## config.mk

```make
export PLATFORM = sky130hd
export DESIGN_NAME = rr_arbiter8_flat
export DESIGN_NICKNAME = d
export VERILOG_FILES = /design/src/rtl/rr_arbiter8_if.sv /design/src/rtl/rr_arbiter8.sv /design/src/flat_wrapper.sv
export SDC_FILE = /design/constraint.sdc
export NUM_CORES = 1
export LEC_CHECK = 0
export BUFFER_PORTS_ARGS = -buffer_cell sky130_fd_sc_hd__buf_2
export CORE_MARGIN = 1.5
export CORE_UTILIZATION = 30
export CTS_CLUSTER_DIAMETER = 80
export DETAILED_ROUTE_END_ITERATION = 7
export MAX_ROUTING_LAYER = met4
export PLACE_DENSITY = 0.58
export SETUP_SLACK_MARGIN = 0.02
export SYNTH_ARGS = -nofsm -noshare
export SYNTH_HDL_FRONTEND = slang
export SYNTH_SLANG_ARGS = --single-unit
```

## constraint.sdc

```tcl
create_clock -name clk -period 4.6 [get_ports clk]
set_clock_uncertainty 0.2 [all_clocks]
set_input_delay 0.92 -clock clk [delete_from_list [all_inputs] [get_ports clk]]
set_output_delay 0.92 -clock clk [all_outputs]
set_load 0.05 [all_outputs]
```

## src/rtl/rr_arbiter8_if.sv

```systemverilog
// Request/grant bundle between eight requesters and the rr_arbiter8 block.
// master = requester side, slave = arbiter side.
interface rr_arbiter8_if;
  logic [7:0] req;
  logic       done;
  logic [7:0] gnt;
  logic [2:0] gnt_idx;
  logic       gnt_valid;
  logic       busy;

  modport master (
    output req,
    output done,
    input  gnt,
    input  gnt_idx,
    input  gnt_valid,
    input  busy
  );

  modport slave (
    input  req,
    input  done,
    output gnt,
    output gnt_idx,
    output gnt_valid,
    output busy
  );
endinterface

```

## src/rtl/rr_arbiter8.sv

```systemverilog
// Eight-way round-robin arbiter with registered one-hot grant, a tenure limit
// and one dead cycle between consecutive grants.
module rr_arbiter8 #(
  parameter int HOLD_MAX = 16
) (
  input  logic             clk,
  input  logic             rst,
  rr_arbiter8_if.slave     bus
);

  localparam int                 CNT_W    = $clog2(HOLD_MAX + 1);
  localparam logic [CNT_W-1:0]   HOLD_LIM = CNT_W'(HOLD_MAX);

  typedef enum logic [1:0] {
    IDLE    = 2'd0,
    GRANT   = 2'd1,
    RELEASE = 2'd2
  } state_t;

  state_t           state;
  logic [2:0]       ptr;
  logic [CNT_W-1:0] hold_cnt;

  logic [2:0] win;
  logic       any_req;
  logic       release_now;

  // First requester found when scanning ptr, ptr+1, ... with modulo-8 wrap.
  function automatic logic [2:0] pick_winner(input logic [7:0] r, input logic [2:0] p);
    logic [2:0] w;
    logic [2:0] idx;
    logic       found;
    w     = p;
    found = 1'b0;
    for (int i = 0; i < 8; i++) begin
      idx = p + 3'(i);
      if (!found && r[idx]) begin
        w     = idx;
        found = 1'b1;
      end
    end
    return w;
  endfunction

  // NOTE: every signal written here gets a default first, so no path can leave it unassigned and infer a latch.
  always_comb begin
    win         = 3'd0;
    any_req     = 1'b0;
    release_now = 1'b0;
    win         = pick_winner(bus.req, ptr);
    any_req     = |bus.req;
    release_now = bus.done || !bus.req[bus.gnt_idx] || (hold_cnt == HOLD_LIM);
  end

  // NOTE: state is updated with non-blocking assignments so every flop samples pre-edge values.
  always_ff @(posedge clk or posedge rst) begin
    if (rst) begin
      state         <= IDLE;
      ptr           <= 3'd0;
      hold_cnt      <= '0;
      bus.gnt       <= 8'h00;
      bus.gnt_idx   <= 3'd0;
      bus.gnt_valid <= 1'b0;
      bus.busy      <= 1'b0;
    end else begin
      unique case (state)
        IDLE, RELEASE: begin
          // Requests raised while a grant was held are first seen here.
          if (any_req) begin
            state         <= GRANT;
            bus.gnt_idx   <= win;
            bus.gnt       <= 8'h01 << win;
            bus.gnt_valid <= 1'b1;
            bus.busy      <= 1'b1;
            hold_cnt      <= CNT_W'(1);
          end else begin
            state         <= IDLE;
            bus.gnt       <= 8'h00;
            bus.gnt_valid <= 1'b0;
            bus.busy      <= 1'b0;
            hold_cnt      <= '0;
          end
        end
        GRANT: begin
          if (release_now) begin
            state         <= RELEASE;
            ptr           <= bus.gnt_idx + 3'd1;
            bus.gnt       <= 8'h00;
            bus.gnt_valid <= 1'b0;
            bus.busy      <= 1'b1;
            hold_cnt      <= '0;
          end else begin
            hold_cnt      <= hold_cnt + CNT_W'(1);
          end
        end
        default: begin
          state         <= IDLE;
          bus.gnt       <= 8'h00;
          bus.gnt_valid <= 1'b0;
          bus.busy      <= 1'b0;
          hold_cnt      <= '0;
        end
      endcase
    end
  end

endmodule

```

## src/flat_wrapper.sv

```systemverilog
// flat-port wrapper written by rule: the top's interface ports become plain ports
module rr_arbiter8_flat 
#(
  parameter int HOLD_MAX = 16
)
  (clk, rst, bus_req, bus_done, bus_gnt, bus_gnt_idx, bus_gnt_valid, bus_busy);
  rr_arbiter8_if bus_i ();
  input  logic clk;
  input  logic rst;
  input wire logic [$bits(bus_i.req)-1:0] bus_req;
  input wire logic [$bits(bus_i.done)-1:0] bus_done;
  output wire logic [$bits(bus_i.gnt)-1:0] bus_gnt;
  output wire logic [$bits(bus_i.gnt_idx)-1:0] bus_gnt_idx;
  output wire logic [$bits(bus_i.gnt_valid)-1:0] bus_gnt_valid;
  output wire logic [$bits(bus_i.busy)-1:0] bus_busy;
  assign bus_i.req = bus_req;
  assign bus_i.done = bus_done;
  assign bus_gnt = bus_i.gnt;
  assign bus_gnt_idx = bus_i.gnt_idx;
  assign bus_gnt_valid = bus_i.gnt_valid;
  assign bus_busy = bus_i.busy;
  rr_arbiter8 #(.HOLD_MAX(HOLD_MAX)) u_core (.clk(clk), .rst(rst), .bus(bus_i));
endmodule
```

==> key figures <==
STA
  • Slew headroom: 43.89%
  • RSZ-0062 raised after global routing: no
  • Tightest Pin Transition: 0.8408 ns
  • Setup TNS: 0 ns
  • Tmin final: ~3.8 ns
  • Setup ws final: 0.8399 ns
  • Slew Limit Fails: 0
  • Fmax: 0.2660 GHz
  • Share of the clock period used by the worst path: 81.74%
  • Hold Violations, Final: 0
  • Final setup viols: 0

Yosys
  • Synth Register Bits: 23
  • Post-synth net total: 199
  • Mapped Area: between 2000 and 2500 µm²
  • Syn_area_per_cell: approximately 11 µm²
  • Post-Synth Simple-Gate Area: 12.26%
  • Largest family of logic cells by synthesized area: multiplexers
  • Synth Area in Adders: 3.127%
  • Post-Synthesis Cells: 183
  • Ys Warns: 0
  • Yosys cell types: 54
  • EDFF count, synth: 0
  • Sequential share of the synthesized area: 28.77%
  • Mux share of post-synthesis cell area: 27.27%
  • Post-Synth XOR/XNOR Area: 3.064%
  • Area fraction in compound gates after synthesis: 18.89%
  • Ys async rst share: 100.0%
  • Ys flop type: dfrtp_1

Run status
  • Outcome: complete, no violations

Placed design
  • PortBufs: 23
  • DP HPWL: ~3400 µm
  • Placed cell count: 276
  • Final GP Congestion: 0.8397
  • Pre-CTS setup slack: 0.8566 ns

Floorplanning
  • Die ar.: 7168 µm²
  • Core Rows: 29
  • Initial Util: a little under a third
  • Die Y: 84.67 µm
  • IO Pins: 24
  • Die W: between 80 and 90 µm
  • Core area: ~6400 µm²

Clock network
  • Post-CTS Hold Buffers: 0
  • CTS Root Cell: clkbuf_8
  • Max Buffers Root-to-Sink: 2
  • CTS tree: yes
  • Clk slew on worst S/H paths: 0.08 ns
  • Num Clock Sinks: 23
  • Cts bufs inserted: 3
  • H-tree Lvls: 1
  • Postcts setup bufs: 0
  • Worst skew pair latency: 0.26 ns
  • Cts repair resizes: 0

GRT
  • Vias in the first global route: around 1,600
  • Initial antenna violation count: 0
  • Total global-route track usage: approximately an eighth
  • Largest net degree at the start of global routing: 24
  • Total overflow reported by the global router: 0
  • First-pass GRT wire length: 7665 µm

Final layout
  • Cell Count, Final, Fillers Out: 280
  • FF/Latch Area: 575.6 µm²
  • Multi-input combinational cell area: 1292 µm²
  • Filler instances: 645
  • N_diodes: 0
  • Layout cell share with drive strength beyond 1: 26.60%
  • Fin nets: 220
  • Most used cells in the layout excluding fill and tap cells: buf_2, dfrtp_1, nor2_1
  • Area Overhead vs Synth: 9.068%

Critical path
  • CP endpoint kind: flop
  • Cell Chain, Critical Path: inv_1 -> ha_1 -> mux2i_1 -> mux4_1 -> a32oi_1 -> o211ai_1 -> a21boi_0 -> mux2_2 -> a32o_2
  • Critical path required time: 4.56 ns
  • Crit start category: flop
  • Crit path depth: 9
  • CP max-delay cell: ha_1
  • Worst path max stage delay: approximately 0.63 ns
  • Arrival @ worst endpoint: 3.72 ns
  • Crit-path leading delay family: compound AO/OA/AOI/OAI gates
  • Crit path kind: reg2reg
  • CP max FO: 13
  • R2R depth: 9
  • CP bufs+invs: 1

Drt
  • Post-route ant nets: 0
  • Initial DRC count: 109
  • Drt total wl: 4470 µm
  • WL per Instance: 15.96 µm
  • Drc violations: 0
  • Initial DRT Pass Iterations: 4
  • Via density: roughly 5.7
  • Vias: 1,598

Hold path
  • Worst Hold Path Cells: 2
  • Worst hold path type: reg2reg

Job
  • Max-Cap Viols: 0
==> cell usage after synthesis, types with 2 or more instances <==
cell type  count  area share [%]
nor2_1        15             2.8
ha_1           5             3.1
nor3_1         2            0.50
nand2_1       11             2.1
a31oi_1        2            0.63
nand2b_1       4             1.3
clkbuf_8       5             3.4
inv_1         11             2.1
dfrtp_1       23              29
clkbuf_1       3            0.56
o21ai_0        7             1.8
o211ai_1       2            0.75
a32o_2         2             1.1
mux2_2         4             2.3
a21oi_1        8             2.0
and2b_2        2            0.88
nand3_1        3            0.75
xnor2_1        4             1.8
nor4_1         2            0.63
mux4_2         8             9.0
mux2i_1       11             5.5
nor3b_1        2            0.75
a21o_1         2            0.75
o31ai_1        4             1.5
a311o_1        2             1.0
xor2_1         3             1.3
a32o_1         2             1.0
mux4_1         8              11
==> path summary, 6_finish.rpt <==
path | endpoint | start | slack, ns
min in group asynchronous | u_core.ptr[0]$_DFFE_PP0P_ | rst | 0.61
max | u_core.bus.gnt[1]$_DFFE_PP0P_ | u_core.ptr[1]$_DFFE_PP0P_ | 0.84
max in group asynchronous | u_core.ptr[1]$_DFFE_PP0P_ | rst | 3.07
min | u_core.bus.gnt_valid$_DFFE_PP0P_ | u_core.bus.gnt_valid$_DFFE_PP0P_ | 0.28
min reg2reg | u_core.bus.gnt_valid$_DFFE_PP0P_ | u_core.bus.gnt_valid$_DFFE_PP0P_ | 0.28
max reg2reg | u_core.bus.gnt[1]$_DFFE_PP0P_ | u_core.ptr[1]$_DFFE_PP0P_ | 0.84
==> sequential cells by signal, indices dropped and copies added (netlist names) <==
name and count:
u_core.bus.gnt_valid 1, u_core.hold_cnt 5, u_core.bus.gnt 8, u_core.ptr 3, u_core.bus.gnt_idx 3, u_core.bus.busy 1, u_core.state 2
==> kinds of logic (layout without fill, tap and decap cells) <==
kind of cell	after synthesis	count (layout)
mux	31	31
fa+ha+maj	5	5
simple gates	48	48
compound gates	49	49
flops	23	23
xor+xnor	7	7
buf+inv	20	40
==> worst reg2reg max path: stages, from the launching register on <==
cell and delay (ns):
dfrtp_1 0.35, inv_1 0.11, ha_1 0.63, mux2i_1 0.16, mux4_1 0.57, a32oi_1 0.47
o211ai_1 0.17, a21boi_0 0.33, mux2_2 0.43, a32o_2 0.25
==> per-layer routing <==
metal  GRT usage, %  part of all wire, %
met1          16.91                   44
met5              -                    0
met2          22.29                   52
met3          1.770                  2.7
met4          3.226                  1.2
==> final cells by class <==
type	count	share of cell area, %
Clock buffer	3	1.892
Clock inverter	1	0.2294
Inverter	11	1.892
Multi-Input combinational cell	140	59.23
Sequential cell	23	26.38
Tap cell	77	4.415
Timing Repair Buffer	25	5.963
==> stage by stage <==
step / hold WS [ns] / instance area [µm²] / utilization, %
global placement: 0.2615 / 2136 / 33.44
CTS: 0.2877 / 2182 / 34.17
floorplan: 0.2875 / 2001 / -
global route: 0.3152 / 2182 / 34.17
detailed placement: 0.2670 / 2136 / 33.44
finish: 0.2807 / 2182 / 34.17
Power is not shown: default switching activity piles up to over one toggle a cycle in this logic, so the estimate is an artifact.
